## src/rtl/alu_pkg.sv

```systemverilog
// Shared ALU command types: opcode enum and the packed {op, a, b} command word.
// Used by the issue queue and by the combinational ALU stage.
package alu_pkg;

  localparam int ALU_WIDTH = 8;

  typedef enum logic [1:0] {
    ALU_ADD = 2'd0,
    ALU_SUB = 2'd1,
    ALU_AND = 2'd2,
    ALU_OR  = 2'd3
  } alu_op_e;

  typedef struct packed {
    alu_op_e                op;
    logic [ALU_WIDTH-1:0]   a;
    logic [ALU_WIDTH-1:0]   b;
  } alu_cmd_t;

endpackage

```

## src/rtl/alu_cmd_fifo.sv

```systemverilog
// DEPTH-entry FIFO of ALU commands with occupancy count and a combinational
// head output that reads as all zeros while empty.
module alu_cmd_fifo
  import alu_pkg::*;
#(
  parameter int DEPTH = 4
) (
  input  logic                       clk,
  input  logic                       nreset,
  input  logic                       push,
  input  logic                       pop,
  input  alu_cmd_t                   wr_cmd,
  output alu_cmd_t                   head,
  output logic [$clog2(DEPTH+1)-1:0] count,
  output logic                       full,
  output logic                       empty
);

  localparam int PW = $clog2(DEPTH);
  localparam int CW = $clog2(DEPTH + 1);

  alu_cmd_t        mem [DEPTH];
  logic [PW-1:0]   wr_ptr;
  logic [PW-1:0]   rd_ptr;

  assign full  = (count == CW'(DEPTH));
  assign empty = (count == '0);

  // NOTE: sequential state uses non-blocking assignments so every register
  // samples pre-edge values, independent of statement order.
  always_ff @(posedge clk) begin
    if (!nreset) begin
      wr_ptr <= '0;
      rd_ptr <= '0;
      count  <= '0;
    end else begin
      if (push) wr_ptr <= wr_ptr + 1'b1;
      if (pop)  rd_ptr <= rd_ptr + 1'b1;
      case ({push, pop})
        2'b10:   count <= count + 1'b1;
        2'b01:   count <= count - 1'b1;
        default: count <= count;
      endcase
    end
  end

  // NOTE: the storage array is deliberately not reset; count alone says which
  // entries are live, so the array needs no reset muxes.
  always_ff @(posedge clk) begin
    if (push) mem[wr_ptr] <= wr_cmd;
  end

  // NOTE: default assignment first, so no path leaves head unassigned (no latch).
  always_comb begin
    head = '0;
    if (!empty) head = mem[rd_ptr];
  end

endmodule

```

## src/rtl/alu_issue_queue.sv

```systemverilog
// Command FIFO in front of an external combinational ALU stage, plus a result
// register with valid/ready handshake so the ALU path can be back-pressured.
module alu_issue_queue
  import alu_pkg::*;
#(
  parameter int DEPTH = 4,
  parameter int WIDTH = 8
) (
  input  logic                       clk,
  input  logic                       nreset,
  input  logic                       in_valid,
  output logic                       in_ready,
  input  logic [1:0]                 in_op,
  input  logic [WIDTH-1:0]           in_a,
  input  logic [WIDTH-1:0]           in_b,
  output logic [1:0]                 alu_op,
  output logic [WIDTH-1:0]           alu_a,
  output logic [WIDTH-1:0]           alu_b,
  input  logic [WIDTH-1:0]           alu_out,
  output logic                       res_valid,
  input  logic                       res_ready,
  output logic [WIDTH-1:0]           res_data,
  output logic [1:0]                 res_op,
  output logic [$clog2(DEPTH+1)-1:0] count
);

  alu_cmd_t in_cmd;
  alu_cmd_t head;
  logic     full;
  logic     empty;
  logic     push;
  logic     pop;
  logic     slot_free;

  assign in_cmd = '{op: alu_op_e'(in_op), a: in_a, b: in_b};

  // Full blocks input even when a pop happens this cycle: no bypass path.
  assign in_ready  = !full;
  assign push      = in_valid && in_ready;
  assign slot_free = !res_valid || res_ready;
  assign pop       = !empty && slot_free;

  alu_cmd_fifo #(.DEPTH(DEPTH)) u_fifo (
    .clk    (clk),
    .nreset (nreset),
    .push   (push),
    .pop    (pop),
    .wr_cmd (in_cmd),
    .head   (head),
    .count  (count),
    .full   (full),
    .empty  (empty)
  );

  assign alu_op = head.op;
  assign alu_a  = head.a;
  assign alu_b  = head.b;

  always_ff @(posedge clk) begin
    if (!nreset) begin
      res_valid <= 1'b0;
      res_data  <= '0;
      res_op    <= '0;
    end else if (pop) begin
      res_valid <= 1'b1;
      res_data  <= alu_out;
      res_op    <= alu_op;
    end else if (res_ready) begin
      // Consumed with nothing to refill the slot.
      res_valid <= 1'b0;
    end
  end

endmodule

```

## config.mk

```make
export PLATFORM = sky130hd
export DESIGN_NAME = alu_issue_queue
export DESIGN_NICKNAME = d
export VERILOG_FILES = /design/src/rtl/alu_pkg.sv /design/src/rtl/alu_cmd_fifo.sv /design/src/rtl/alu_issue_queue.sv
export SDC_FILE = /design/constraint.sdc
export NUM_CORES = 1
export LEC_CHECK = 0
export BUFFER_PORTS_ARGS = -buffer_cell sky130_fd_sc_hd__buf_2
export CORE_ASPECT_RATIO = 1.4
export CORE_MARGIN = 8
export CORE_UTILIZATION = 45
export CTS_CLUSTER_SIZE = 20
export DETAILED_ROUTE_END_ITERATION = 8
export PLACE_DENSITY = 0.66
export SYNTH_ARGS = -nofsm -noshare
export SYNTH_HDL_FRONTEND = slang
export SYNTH_SLANG_ARGS = --single-unit
```

## constraint.sdc

```tcl
create_clock -name clk -period 2.4 [get_ports clk]
set_input_delay 0.48 -clock clk [delete_from_list [all_inputs] [get_ports clk]]
set_output_delay 0.48 -clock clk [all_outputs]
set_load 0.02 [all_outputs]
```

==> results.sh, run 1 <==
export IMPL_grt_usage_pct=12.69
export IMPL_async_flop_share_pct=0
export IMPL_clock_skew_ns=0.004408
export IMPL_arrival_ns=1.81
export IMPL_post_cts_buffers=0
export IMPL_clk_latency_ns=0.33
export IMPL_met1_usage_pct=14.22
export IMPL_period_needed_ns=2.290
export IMPL_setup_viol=0
export IMPL_gp_congestion=0.7161
export IMPL_worst_setup_path_type="flip-flop to output pin"
export IMPL_grt_busiest_layer="met2"
export IMPL_dp_hpwl_um=4601
export IMPL_clock_sinks=92
export IMPL_drc=0
export IMPL_fin_tns_setup_ns=0
export IMPL_cp_data_required_time_ns=1.92
export IMPL_min_path_cells=1
export IMPL_ys_seq_elements=92
export IMPL_yosysSeqAreaShare_pct=70.28
export IMPL_cts_resized=0
export IMPL_synth_avg_cell_area_sq_um=16.72
export IMPL_slew_headroom_pct=34.18
export IMPL_ant_nets=0
export IMPL_clk_pin_slew_ns=0.06
export IMPL_rrSetupSlack_ns=0.20
export IMPL_routedWlPerCell_um=17.28
export IMPL_crit_path_max_incr_delay_ns=0.59
export IMPL_drt_iter0_markers=84
export IMPL_area_growth_pct=20.49
export IMPL_grtUsageMet3_pct=5.263
export IMPL_wl_um=6790
export IMPL_cts_root_buf="clkbuf_16"
export IMPL_r2r_start="u_fifo.count[2]"
export IMPL_dieHeight_um=122.5
export IMPL_postCtsHoldBufs=0
export IMPL_placeableCoreArea_sq_um=8003
export IMPL_grt_max_degree=22
export IMPL_via_per_inst=5.183
export IMPL_synth_edf_count=72
export IMPL_rsz0062_at_grt="false"
export IMPL_r2r_end="u_fifo.count[2]"
export IMPL_ys_flop_type="edfxtp_1"
export IMPL_yosys_warnings=0
export IMPL_yosys_area_top_type_share_pct=59.30
export IMPL_antenna_cells=0
export IMPL_ioPinCount=63
export IMPL_yosys_top_cells_area="edfxtp_1 (59%), dfxtp_1 (11%), mux4_2 (6.2%)"
export IMPL_path_cells="buf_4 > mux4_1 > and2_1 > buf_2"
export IMPL_port_buffers=62
export IMPL_hold_class="input port to flip-flop"
export IMPL_fp_row_count=39
export IMPL_first_pass_iters=5
export IMPL_regArea_sq_um=2562
export IMPL_grt_pass1_wl_um=11050
export IMPL_synth_area_sq_um=3646
export IMPL_antenna_found_initial=1
export IMPL_maxCapViolations=0
export IMPL_cts_buffers=9
export IMPL_first_global_vias=2172
export IMPL_finalPower_w=0.005425
export IMPL_multiInputGateArea_sq_um=982.2
export IMPL_die_w_um=92.08
export IMPL_p_leak_nw=1.659
export IMPL_final_hold_violation_count=0
export IMPL_final_layout_size_suffix_gt1_share_pct=32.30
export IMPL_min_to="u_fifo.mem[3][6]"
export IMPL_initial_core_util_pct=45.56
export IMPL_synth_top_cell_by_area="edfxtp_1"
export IMPL_syn_inst=218
export IMPL_cts_buffer_depth=2
export IMPL_slew_viol_final=0
export IMPL_fmax_mhz=436.8
export IMPL_nFillCells=668
export IMPL_h_tree_depth=3
export IMPL_yosys_top_cells_count="edfxtp_1 (72), dfxtp_1 (20), and2_1 (18)"
export IMPL_worst_path_max_delay_cell="mux4_1"
export IMPL_syn_num_nets=254
export IMPL_end_kind="output pin"
export IMPL_ir_drop_mv=0.6435
export IMPL_post_route_period_util_pct=95.40
export IMPL_outcome="completed"
export IMPL_fp_dieArea_sq_um=11280
export IMPL_start_kind="flip-flop"
export IMPL_cp_max_fo=10
export IMPL_rr_worst_depth=8
export IMPL_num_vias=2037
export IMPL_grtUsageMet2_pct=21.17
export IMPL_hp_start="in_b[6]"
export IMPL_tightest_slew_ns=0.9872
export IMPL_synthMostInstantiatedCell="edfxtp_1"
export IMPL_cts_tree="done"
export IMPL_nets=322
export IMPL_power_density_nw_per_um2=1235
export IMPL_ys_types=28
export IMPL_grt_ovfl_total=0
## layer usage
metal | wire, um | vias up
met5 | 8 | -
met4 | 61 | 2
met3 | 498 | 8
met2 | 3397 | 61
met1 | 2824 | 995
li1 | - | 971
## cell usage in the layout, fill, tap and decap left out
cell / count
a21o_1: 2
a21oi_1: 17
and2_1: 18
and3_1: 4
buf_2: 62
buf_4: 8
bufinv_16: 2
clkbuf_1: 2
clkbuf_16: 10
clkinv_1: 1
clkinv_2: 2
dfxtp_1: 20
edfxtp_1: 72
fa_1: 1
ha_1: 5
inv_1: 5
mux2i_1: 1
mux4_1: 8
mux4_2: 10
nand2_1: 2
nand2b_1: 2
nand3_1: 13
nor2_1: 4
nor2b_1: 1
nor3_1: 1
o21ai_0: 12
or3_1: 3
or3b_1: 1
xor2_1: 2
## worst max-delay path: cells and delay by family, from the launching register on
family	cells	cell delay, ns
multiplexers	1	0.59
flip-flops	1	0.33
buffers and inverters	2	0.39
AND/OR/NAND/NOR	1	0.17
## layout make-up
type / instances / share of cell area (%)
flip-flops and latches: 92 / 58.33
multi-input cells: 107 / 22.36
repair buffers: 70 / 8.431
clock buffers: 12 / 5.867
clock inverters: 4 / 1.595
well taps: 102 / 2.905
inverters: 6 / 0.5127
## power breakdown
part	internal (W)	switching [W]	leakage (nW)
sequential	0.00196	0.0000913	0.825
combinational	0.000767	0.00110	0.672
clock	0.000972	0.000537	0.162
total	0.00370	0.00173	1.66
## logic make-up (layout without fill, tap and decap cells)
kind of cell | after synthesis | in the layout | synth area share, %
AO/OA/AOI/OAI | 31 | 31 | 4.392
XOR/XNOR | 2 | 2 | 0.4805
AND/OR/NAND/NOR | 49 | 49 | 7.584
adder cells (fa/ha/maj) | 6 | 6 | 2.265
multiplexers | 19 | 19 | 12.22
buffers and inverters | 19 | 92 | 2.779
flip-flops | 92 | 92 | 70.28
## registers in the layout, summed over array words and instances (netlist names), named ones only
| register | flops |
|---|---|
| res_valid | 1 |
| u_fifo.mem | 72 |
| u_fifo.wr_ptr | 2 |
| res_op | 2 |
| u_fifo.count | 3 |
| u_fifo.rd_ptr | 2 |
| res_data | 8 |
## how the worst max path moves through the flow
| stage | end | start | slack (ns) |
|---|---|---|---|
| finish | alu_op[0] | flip-flop | 0.11 |
| global route | alu_op[0] | flip-flop | 0.02 |
| CTS | alu_op[0] | flip-flop | 0.07 |
| detailed placement | u_fifo.count[2] | u_fifo.count[2] | 0.23 |
| global placement | u_fifo.count[2] | u_fifo.count[2] | 0.34 |
| floorplan | u_fifo.count[2] | u_fifo.count[2] | 0.08 |
## stage by stage
step / std cells / instance area, sq um / hold WS [ns] / util, % / setup WS (ns)
after CTS: 393 / 4393 / 0.3466 / 54.89 / 0.07121
after floorplan: 218 / 3646 / 0.4489 / - / 0.08394
after detailed placement: 377 / 4065 / 0.4657 / 50.80 / 0.2347
after global routing: 393 / 4393 / 0.3488 / 54.89 / 0.01558
after global placement: 377 / 4065 / 0.4567 / 50.80 / 0.3378
final: 393 / 4393 / 0.3610 / 54.89 / 0.1104
(Power assumes the default switching activity.)
==> run 2, diff against run 1 <==
--- a/config.mk
+++ b/config.mk
@@ -5,6 +5,7 @@
 export SDC_FILE = /design/constraint.sdc
 export NUM_CORES = 1
 export LEC_CHECK = 0
+export ABC_AREA = 1
 export BUFFER_PORTS_ARGS = -buffer_cell sky130_fd_sc_hd__buf_2
 export CORE_ASPECT_RATIO = 1.4
 export CORE_MARGIN = 8
==> run 2 against run 1 <==
Routed wire length is 12% higher; worst setup slack improved by 0.12 ns; design area rose by 1.0%; critical path type unchanged; critical endpoint is now alu_b[2]; largest cell class unchanged; largest power group is now combinational logic.
==> results.sh, run 2 <==
export IMPL_hp_start="in_op[1]"
export IMPL_min_to="u_fifo.mem[0][17]"
export IMPL_yosys_top_cells_count="nor2_1 (93), edfxtp_1 (72), o21ai_1 (30)"
export IMPL_rsz0062_at_grt="false"
export IMPL_fmax_mhz=460.7
export IMPL_rr_worst_depth=13
export IMPL_clk_latency_ns=0.33
export IMPL_combPwrFrac_pct=38.5
export IMPL_fin_ws_ns=0.2294
export IMPL_min_path_cells=1
export IMPL_synth_edf_count=72
export IMPL_synth_simple_area_share_pct=14.08
export IMPL_worst_setup_path_type="flip-flop to output pin"
export IMPL_yosys_area_share_adder_pct=2.218
export IMPL_synth_avg_cell_area_sq_um=10.92
export IMPL_dp_hpwl_um=4798
export IMPL_pre_cts_ws_ns=0.3000
export IMPL_h_tree_depth=3
export IMPL_final_hold_violation_count=0
export IMPL_antenna_cells=0
export IMPL_synth_compound_area_share_pct=8.871
export IMPL_cts_resized=0
export IMPL_postCtsHoldBufs=0
export IMPL_final_layout_size_suffix_gt1_share_pct=22.52
export IMPL_synth_top_cell_by_area="edfxtp_1"
export IMPL_ys_flop_type="edfxtp_1"
export IMPL_pwr_share_seq_pct=36.0
export IMPL_end_kind="output pin"
export IMPL_swShare_pct=38.51
export IMPL_first_pass_iters=4
export IMPL_fin_tns_setup_ns=0
export IMPL_post_route_period_util_pct=90.44
export IMPL_maxCapViolations=0
export IMPL_yosysSeqAreaShare_pct=68.82
export IMPL_crit_path_max_incr_delay_ns=0.39
export IMPL_cp_max_fo=26
export IMPL_outcome="completed"
export IMPL_grt_pass1_wl_um=12090
export IMPL_power_internal_w=0.003561
export IMPL_async_flop_share_pct=0
export IMPL_yosys_area_top_type_share_pct=58.06
export IMPL_tightest_slew_ns=0.4231
export IMPL_nets=444
export IMPL_clock_skew_ns=0.008144
export IMPL_yosys_top_cells_area="edfxtp_1 (58%), dfxtp_1 (11%), nor2_1 (9.4%)"
export IMPL_grt_max_degree=37
export IMPL_die_w_um=92.88
export IMPL_fp_row_count=39
export IMPL_via_per_inst=4.905
export IMPL_cts_buffer_depth=2
export IMPL_fp_dieArea_sq_um=11480
export IMPL_synth_area_sq_um=3724
export IMPL_ir_drop_mv=0.8887
export IMPL_post_cts_buffers=0
export IMPL_top_register="u_fifo.mem"
export IMPL_power_density_nw_per_um2=1305
export IMPL_nFillCells=714
export IMPL_cts_buffers=9
export IMPL_initial_core_util_pct=45.97
export IMPL_arrival_ns=1.69
export IMPL_gp_congestion=0.7774
export IMPL_drc=0
export IMPL_ioPinCount=63
export IMPL_finalCoreUtilization_pct=54.77
export IMPL_cts_root_buf="clkbuf_16"
export IMPL_ys_types=20
export IMPL_p_leak_nw=1.808
export IMPL_slew_headroom_pct=71.75
export IMPL_ys_seq_elements=92
export IMPL_r2r_start="u_fifo.count[1]"
export IMPL_synthMostInstantiatedCell="nor2_1"
export IMPL_cts_tree="done"
export IMPL_grt_usage_pct=13.79
export IMPL_rrSetupSlack_ns=0.49
export IMPL_clockPowerShare_pct=25.4
export IMPL_setup_viol=0
export IMPL_muxShareOfSynthArea_pct=0
export IMPL_finalPower_w=0.005791
export IMPL_cp_data_required_time_ns=1.92
export IMPL_largest_reg_flops=72
export IMPL_r2r_end="u_fifo.count[2]"
export IMPL_syn_num_nets=377
export IMPL_synth_xor_area_share_pct=0
export IMPL_crit_top_cell="nor2_1"
export IMPL_power_switching_w=0.002230
export IMPL_worst_path_max_delay_cell="dfxtp_1"
export IMPL_routedWlPerCell_um=14.73
export IMPL_num_vias=2526
export IMPL_mostFrequentLayoutCell="nor2_1"
export IMPL_grt_ovfl_total=0
export IMPL_synth_top_family_by_area="simple AND/OR/NAND/NOR gates"
export IMPL_antenna_found_initial=0
export IMPL_most_common_layout_cells="nor2_1 (93), edfxtp_1 (72), buf_2 (62)"
export IMPL_placeableCoreArea_sq_um=8100
export IMPL_ant_nets=0
export IMPL_wl_um=7585
export IMPL_drt_iter0_markers=159
export IMPL_first_global_vias=2524
export IMPL_clk_pin_slew_ns=0.06
export IMPL_yosys_warnings=0
export IMPL_slew_viol_final=0
export IMPL_period_needed_ns=2.171
export IMPL_port_buffers=62
export IMPL_start_kind="flip-flop"
export IMPL_hold_class="input port to flip-flop"
export IMPL_syn_inst=341
export IMPL_clock_sinks=92
export IMPL_path_cells="buf_4 > nor2_1 > nor2_1 > o21ai_1 > a21oi_1 > buf_2"
export IMPL_area_growth_pct=19.15
export IMPL_reg_top3="u_fifo.mem x72, res_data x8, u_fifo.count x3"
export IMPL_dieHeight_um=123.6
-- run 2: routing by layer --
layer  global-route usage [%]  up-vias  wire (um)
met5                        0        -          0
met4                    5.157        0         89
met3                    4.885        7        521
met2                    24.09       76       3843
met1                    15.06     1171       3131
li1                         -     1272          -
-- run 2: worst max-delay path by stage --
| stage | from | end | slack [ns] | cells past startpoint |
|---|---|---|---|---|
| floorplan | u_fifo.count[0] | u_fifo.mem[0][0] | 0.30 | 4 |
| global placement | res_ready | u_fifo.count[2] | 0.37 | 14 |
| detailed placement | res_ready | u_fifo.count[2] | 0.30 | 14 |
| CTS | flip-flop | alu_b[4] | 0.19 | 6 |
| global route | flip-flop | alu_b[2] | 0.11 | 6 |
| finish | flip-flop | alu_b[2] | 0.23 | 6 |
-- run 2: kinds of logic (layout without fill, tap and decap cells) --
kind of cell             Yosys count  in the layout
flip-flops                        92             92
buffers and inverters             44            116
AND/OR/NAND/NOR                  133            133
AO/OA/AOI/OAI                     66             66
adder cells (fa/ha/maj)            6              6
-- run 2: layout make-up --
type / count / area (sq um) / share of cell area, %
flip-flops and latches: 92 / 2562 / 57.76
multi-input cells: 205 / 937.1 / 21.12
repair buffers: 69 / 362.8 / 8.178
clock buffers: 9 / 225.2 / 5.076
well taps: 102 / 127.6 / 2.876
inverters: 31 / 121.4 / 2.735
clock inverters: 7 / 100.1 / 2.256
-- run 2: power groups by stage --
stage | Clock [W] | Sequential [W] | Combinational [W]
after global placement | 0 | 0.00211 | 0.00222
after floorplan | 0 | 0.00222 | 0.00154
after CTS | 0.00151 | 0.00209 | 0.00228
after detailed placement | 0 | 0.00211 | 0.00226
after global routing | 0.00157 | 0.00211 | 0.00249
final | 0.00147 | 0.00209 | 0.00223
-- run 2: critical path: cells and delay by family (launching register included) --
family	cells	cell delay [ns]
AO/OA/AOI/OAI	2	0.28
flip-flops	1	0.39
AND/OR/NAND/NOR	2	0.17
buffers and inverters	2	0.51
-- run 2: stage by stage --
step,cell area (sq um),instances,hold slack (ns)
2_1_floorplan,3724,341,0.4620
3_3_place_gp,4111,499,0.4681
3_5_place_dp,4111,499,0.4727
4_1_cts,4437,515,0.3463
5_1_grt,4437,515,0.3511
6_report,4437,515,0.3614
